==> src/rtl/npu_bus_pkg.sv <==
// npu_bus_pkg: shared types and constants for the NPU bus master.
// Holds the FSM state enum, NPU register offsets and the counter width.
package npu_bus_pkg;

    typedef enum logic [2:0] {
        IDLE,
        WR_TYPE,
        WR_INPUT,
        WAIT,
        RD_REQ,
        RD_WAIT,
        RESP
    } state_e;

    localparam int unsigned TYPE_OFS   = 'h0;
    localparam int unsigned INPUT_OFS  = 'h4;
    localparam int unsigned OUTPUT_OFS = 'h8;

    // Wide enough for WaitCycles-1 (<= 254) and ReadLatency-1 (<= 3).
    localparam int unsigned CNT_W = 8;

endpackage

==> src/rtl/npu_bus_cnt.sv <==
// npu_bus_cnt: loadable down-counter with zero flag, shared by WAIT/RD_WAIT.
// Ports: clk_i, rst_i (async high), load_i/load_val_i, dec_i, zero_o.
module npu_bus_cnt
    import npu_bus_pkg::*;
(
    input  logic             clk_i,
    input  logic             rst_i,
    input  logic             load_i,
    input  logic [CNT_W-1:0] load_val_i,
    input  logic             dec_i,
    output logic             zero_o
);

    logic [CNT_W-1:0] cnt_q;
    logic [CNT_W-1:0] cnt_d;

    always_comb begin
        cnt_d = cnt_q;
        if (load_i) begin
            cnt_d = load_val_i;
        end else if (dec_i && (cnt_q != '0)) begin
            cnt_d = cnt_q - CNT_W'(1);
        end
    end

    always_ff @(posedge clk_i or posedge rst_i) begin
        if (rst_i) begin
            cnt_q <= '0;
        end else begin
            cnt_q <= cnt_d;
        end
    end

    assign zero_o = (cnt_q == '0);

endmodule

==> src/rtl/npu_bus_master.sv <==
// npu_bus_master: runs one NPU job per command (write TYPE, write INPUT,
// optional wait, read OUTPUT) and returns the read word on a rsp channel.
// Ports: clk_i/rst_i (async high); cmd_valid_i/cmd_ready_o/cmd_type_i/
// cmd_data_i; rsp_valid_o/rsp_ready_i/rsp_data_o; busy_o;
// bus cen_o/wen_o/addr_o/wdata_o/rdata_i (all bus outputs registered).
// Optional: NPU_BUS_MASTER_TYPE_CACHE_EN skips WR_TYPE when the type repeats.
module npu_bus_master
    import npu_bus_pkg::*;
#(
    parameter int unsigned       DWidth      = 32,
    parameter logic [DWidth-1:0] BaseAddr    = '0,
    parameter int unsigned       WaitCycles  = 0,
    parameter int unsigned       ReadLatency = 1
) (
    input  logic              clk_i,
    input  logic              rst_i,
    input  logic              cmd_valid_i,
    output logic              cmd_ready_o,
    input  logic [DWidth-1:0] cmd_type_i,
    input  logic [DWidth-1:0] cmd_data_i,
    output logic              rsp_valid_o,
    input  logic              rsp_ready_i,
    output logic [DWidth-1:0] rsp_data_o,
    output logic              busy_o,
    output logic              cen_o,
    output logic              wen_o,
    output logic [DWidth-1:0] addr_o,
    output logic [DWidth-1:0] wdata_o,
    input  logic [DWidth-1:0] rdata_i
);

    // Addresses wrap modulo 2^DWidth by truncation of the sum.
    localparam logic [DWidth-1:0] AddrType = BaseAddr + DWidth'(TYPE_OFS);
    localparam logic [DWidth-1:0] AddrIn   = BaseAddr + DWidth'(INPUT_OFS);
    localparam logic [DWidth-1:0] AddrOut  = BaseAddr + DWidth'(OUTPUT_OFS);
    localparam bit                HasWait  = (WaitCycles != 0);
    localparam logic [CNT_W-1:0]  WaitLd   = CNT_W'(WaitCycles - 1);
    localparam logic [CNT_W-1:0]  RdLd     = CNT_W'(ReadLatency - 1);

    state_e            state_q;
    logic              cen_q;
    logic              wen_q;
    logic [DWidth-1:0] addr_q;
    logic [DWidth-1:0] wdata_q;
    logic [DWidth-1:0] data_q;
    logic              rsp_valid_q;
    logic [DWidth-1:0] rsp_data_q;
`ifdef NPU_BUS_MASTER_TYPE_CACHE_EN
    logic [DWidth-1:0] last_type_q;
    logic              type_vld_q;
`endif

    logic             cnt_load;
    logic [CNT_W-1:0] cnt_val;
    logic             cnt_dec;
    logic             cnt_zero;

    // Counter is loaded in the cycle before WAIT/RD_WAIT is entered.
    assign cnt_load = ((state_q == WR_INPUT) && HasWait) || (state_q == RD_REQ);
    assign cnt_val  = (state_q == RD_REQ) ? RdLd : WaitLd;
    assign cnt_dec  = (state_q == WAIT) || (state_q == RD_WAIT);

    npu_bus_cnt u_cnt (
        .clk_i      (clk_i),
        .rst_i      (rst_i),
        .load_i     (cnt_load),
        .load_val_i (cnt_val),
        .dec_i      (cnt_dec),
        .zero_o     (cnt_zero)
    );

    // Bus outputs are set on the edge that enters the bus state, so they
    // are valid for exactly the cycle spent in that state.
    always_ff @(posedge clk_i or posedge rst_i) begin
        if (rst_i) begin
            state_q     <= IDLE;
            cen_q       <= 1'b0;
            wen_q       <= 1'b0;
            addr_q      <= '0;
            wdata_q     <= '0;
            data_q      <= '0;
            rsp_valid_q <= 1'b0;
            rsp_data_q  <= '0;
`ifdef NPU_BUS_MASTER_TYPE_CACHE_EN
            last_type_q <= '0;
            type_vld_q  <= 1'b0;
`endif
        end else begin
            cen_q   <= 1'b0;
            wen_q   <= 1'b0;
            addr_q  <= '0;
            wdata_q <= '0;
            unique case (state_q)
                IDLE: begin
                    if (cmd_valid_i) begin
                        data_q  <= cmd_data_i;
                        state_q <= WR_TYPE;
                        cen_q   <= 1'b1;
                        wen_q   <= 1'b1;
                        addr_q  <= AddrType;
                        wdata_q <= cmd_type_i;
`ifdef NPU_BUS_MASTER_TYPE_CACHE_EN
                        if (type_vld_q && (cmd_type_i == last_type_q)) begin
                            state_q <= WR_INPUT;
                            addr_q  <= AddrIn;
                            wdata_q <= cmd_data_i;
                        end else begin
                            last_type_q <= cmd_type_i;
                            type_vld_q  <= 1'b1;
                        end
`endif
                    end
                end
                WR_TYPE: begin
                    state_q <= WR_INPUT;
                    cen_q   <= 1'b1;
                    wen_q   <= 1'b1;
                    addr_q  <= AddrIn;
                    wdata_q <= data_q;
                end
                WR_INPUT: begin
                    if (HasWait) begin
                        state_q <= WAIT;
                    end else begin
                        state_q <= RD_REQ;
                        cen_q   <= 1'b1;
                        addr_q  <= AddrOut;
                    end
                end
                WAIT: begin
                    if (cnt_zero) begin
                        state_q <= RD_REQ;
                        cen_q   <= 1'b1;
                        addr_q  <= AddrOut;
                    end
                end
                RD_REQ: begin
                    state_q <= RD_WAIT;
                end
                RD_WAIT: begin
                    if (cnt_zero) begin
                        rsp_data_q  <= rdata_i;
                        rsp_valid_q <= 1'b1;
                        state_q     <= RESP;
                    end
                end
                RESP: begin
                    if (rsp_ready_i) begin
                        rsp_valid_q <= 1'b0;
                        state_q     <= IDLE;
                    end
                end
                default: begin
                    state_q <= IDLE;
                end
            endcase
        end
    end

    assign cmd_ready_o = (state_q == IDLE);
    assign busy_o      = (state_q != IDLE);
    assign rsp_valid_o = rsp_valid_q;
    assign rsp_data_o  = rsp_data_q;
    assign cen_o       = cen_q;
    assign wen_o       = wen_q;
    assign addr_o      = addr_q;
    assign wdata_o     = wdata_q;

endmodule
==> config.mk <==
export PLATFORM = sky130hd
export DESIGN_NAME = npu_bus_master
export DESIGN_NICKNAME = d
export VERILOG_FILES = /design/src/rtl/npu_bus_pkg.sv /design/src/rtl/npu_bus_cnt.sv /design/src/rtl/npu_bus_master.sv
export SDC_FILE = /design/constraint.sdc
export NUM_CORES = 1
export LEC_CHECK = 0
export BUFFER_PORTS_ARGS = -buffer_cell sky130_fd_sc_hd__buf_2
export CELL_PAD_IN_SITES_DETAIL_PLACEMENT = 1
export CELL_PAD_IN_SITES_GLOBAL_PLACEMENT = 1
export CORE_MARGIN = 2
export CORE_UTILIZATION = 38
export CTS_BUF_LIST = sky130_fd_sc_hd__clkbuf_4 sky130_fd_sc_hd__clkbuf_8
export DETAILED_ROUTE_END_ITERATION = 7
export GPL_ROUTABILITY_DRIVEN = 0
export PLACE_DENSITY = 0.93
export SLEW_MARGIN = 10
export SYNTH_ARGS = -nofsm -noshare
export SYNTH_HDL_FRONTEND = slang
export SYNTH_SLANG_ARGS = --single-unit
==> constraint.sdc <==
create_clock -name clk_i -period 4.1 [get_ports clk_i]
set_input_delay 0 -clock clk_i [delete_from_list [all_inputs] [get_ports clk_i]]
set_output_delay 0 -clock clk_i [all_outputs]
set_load 0.02 [all_outputs]
==> reports/results.tsv <==
stage	metric	value	unit
status	status	finished clean	
floorplanning	core-area	12100	um^2
critical_path	cp_max_fo	42	
yosys	synth_edf_count	0	
floorplanning	die_area	13300	um^2
sta	worst_clock_skew	0.0162	ns
pwr	power.leakage	3.25	nW
clock_tree	clk_pin_slew	0.11	ns
finish	fillCellCount	1282	
detailed_routing	wl_per_cell	19.6	um
yosys	yosys-top-cells-count	dfrtp_1 (112), mux2_2 (64), a22oi_1 (32), nor2b_1 (32), buf_4 (30)	
critical_path	cp.required	4.42	ns
finish	final_nets	717	
critical_path	critPathMaxStageDelay	0.51	ns
finish	multi_input_area	1680	um^2
sta	relSlewSlack	0.274	
pwr	max-vdd-ir-drop	0.000219	V
sta	hold_viol	0	
job	cap_violations	0	
finish	fin_area	6810	um^2
sta	worst_pin_slew	1.09	ns
yosys	yosys_warnings	0	
clock_tree	cts_inserted_buffers	9	
sta	finalCriticalPeriod	2.56	ns
place	placed_area	5600	um^2
global_routing	antenna_found_initial	1	
global_routing	track_usage	0.235	
clock_tree	htree_levels	3	
clock_tree	cts_tree	done	
yosys	async_reset_ff_frac	1.00	
sta	slew_violations	0	
floorplanning	rows	40	
detailed_routing	vias	3764	
sta	finalCritPeriodShare	0.625	
place	post-dp-hpwl	8390	um
floorplanning	io_pins	201	
global_routing	grt_max_degree	71	
critical_path	cp_slowest_cell	dfrtp_1	
place	portBuffers	170	
yosys	synth_top_area_cell	dfrtp_1	
finish	drive_gt1_frac	0.421	
yosys	synth_top_cell_area_share	0.593	
finish	fin_cells	786	
critical_path	path_cells	or3_1 > inv_1 > and2_2 > buf_4 > a22oi_1 > nor2b_1	
yosys	synth_flop_cell	dfrtp_1	
critical_path	cp-end-kind	flip-flop	
sta	tns	0	ns
detailed_routing	dr.pass1.iters	4	
yosys	yosysSeqAreaShare	0.593	
yosys	yosysMostFrequentCell	dfrtp_1	
clock_tree	clockRootBuffer	clkbuf_8	
global_routing	overflow	0	
yosys	netlist_area	4720	um^2
clock_tree	clk_path_buf_depth	2	
worst_hold_path	hold_path.class	in -> reg	
clock_tree	cts.sinks	112	
critical_path	crit_arrival	2.88	ns
clock_tree	clk_latency	0.40	ns
yosys	yosys-top-cells-area	dfrtp_1 (59%), mux2_2 (15%), a22oi_1 (5.1%)	
finish	area_growth	44.1	%
clock_tree	cts_resized	0	
critical_path	startpoint_type	flip-flop	
finish	seq_area	2800	um^2
critical_path	path_class	reg -> reg	
sta	rsz0062_at_grt	false	
detailed_routing	drc	0	
sta	whs	0.0636	ns
yosys	synth.distinct_cells	40	
detailed_routing	drtIter0Drc	196	
global_routing	grt_pass1_wl	23400	um
global_routing	grt_pass1_vias	4295	
floorplanning	dieWidth	116	um
pwr	pwr_density_cell	639	nW/um^2
place	dp.cells	671	
sta	setup_viol	0	
detailed_routing	wirelength	15400	um
detailed_routing	via_per_inst	4.79	
detailed_routing	antenna_left	0	
floorplanning	initial_core_util	0.392	
yosys	syn_inst	351	
floorplanning	die_y	116	um
yosys	synth_seq_cells	112	
sta	fmaxAchievable	391	MHz
yosys	syn_area_per_cell	13.5	um^2
-- timing repair --
action,in CTS,in global routing
endpoints found under the hold margin,166,0
buffers inserted,0,0
hold buffers,98,0
endpoints found under the setup margin,0,0
-- state kept, by name, summed over array words and instances (netlist names) --
| name | count |
|---|---|
| cen_o | 1 |
| state_q | 3 |
| rsp_valid_o | 1 |
| u_cnt.cnt_q | 8 |
| addr_o | 2 |
| rsp_data_o | 32 |
| data_q | 32 |
| wdata_o | 32 |
| wen_o | 1 |
-- power by group --
part	leakage [nW]	switching (mW)	internal [mW]
combinational	1.72	1.00	0.789
clock	0.117	0.406	0.361
sequential	1.41	0.270	1.52
total	3.25	1.68	2.67
-- cell type report --
class | count | share of cell area
repair buffers | 271 | 0.272
clock inverters | 6 | 0.0143
flip-flops and latches | 112 | 0.412
inverters | 7 | 0.00423
well taps | 168 | 0.0309
multi-input cells | 211 | 0.247
diodes | 1 | 0.000367
clock buffers | 10 | 0.0193
-- placed cells by master (no fill, tap or decap), drive strengths merged --
cell type	instances
conb	30
a22oi	32
nand3	3
xnor2	1
a211oi	1
mux2	65
a31oi	1
buf	173
o21a	2
and2	2
or4	2
dfrtp	112
inv	10
o2111ai	1
dlygate4sd3	98
nor2	2
o311ai	1
o21ai	4
o31ai	2
nor2b	32
or2	1
nand2	4
mux2i	1
clkbuf	10
nor4b	1
a21boi	1
a311oi	1
o211ai	3
nor3	4
diode	1
o32a	1
ha	5
or3b	1
or3	3
nand2b	1
xor2	1
clkinv	1
bufinv	2
o41ai	2
-- critical path, delay by kind of cell, from the launching register on --
| family | cells | cell delay, ns |
|---|---|---|
| AOI/OAI and AO/OA | 1 | 0.21 |
| buffers and inverters | 2 | 0.59 |
| DFF | 1 | 0.51 |
| and+or+nand+nor | 3 | 1.16 |
-- worst paths after layout --
check,cells after the start,from,to,slack [ns]
hold reg to reg,1,rsp_valid_o$_DFFE_PP0P_,rsp_valid_o$_DFFE_PP0P_,0.51
setup / recovery,6,state_q[2]$_DFFE_PP0P_,wdata_o[12]$_DFF_PP0_,1.54
min in group asynchronous,3,rst_i,rsp_data_o[25]$_DFFE_PP0P_,0.37
setup reg to reg,6,state_q[2]$_DFFE_PP0P_,wdata_o[12]$_DFF_PP0_,1.54
hold / removal,3,cmd_valid_i,cen_o$_DFF_PP0_,0.06
max in group asynchronous,4,rst_i,data_q[3]$_DFFE_PP0P_,2.65
-- through the flow --
step	setup WS [ns]	util	total power, mW
after floorplan	1.14	-	2.94
after global placement	1.65	0.464	3.34
after detailed placement	1.56	0.464	3.45
after CTS	1.54	0.564	4.29
after global routing	1.38	0.565	4.59
final	1.54	0.565	4.35
-- cell families (layout without fill, tap and decap cells) --
family,Yosys count,after routing,share of synthesized area
muxes,66,66,0.157
and+or+nand+nor,56,56,0.0744
DFF,112,112,0.593
xor gates and xnor gates,2,2,0.00371
adders and majority gates,5,5,0.0132
buffers and inverters,57,294,0.0755
other,1,31,0.000794
AOI/OAI and AO/OA,52,52,0.0821
-- routing by layer --
metal	share of wire	global-route usage	wire (um)	vias up
li1	-	-	-	1694
met1	0.35	0.234	5390	1888
met2	0.56	0.453	8570	144
met3	0.056	0.0518	863	38
met4	0.037	0.124	568	0
met5	0	0	0	-
Power figures use the tool's default switching activity.
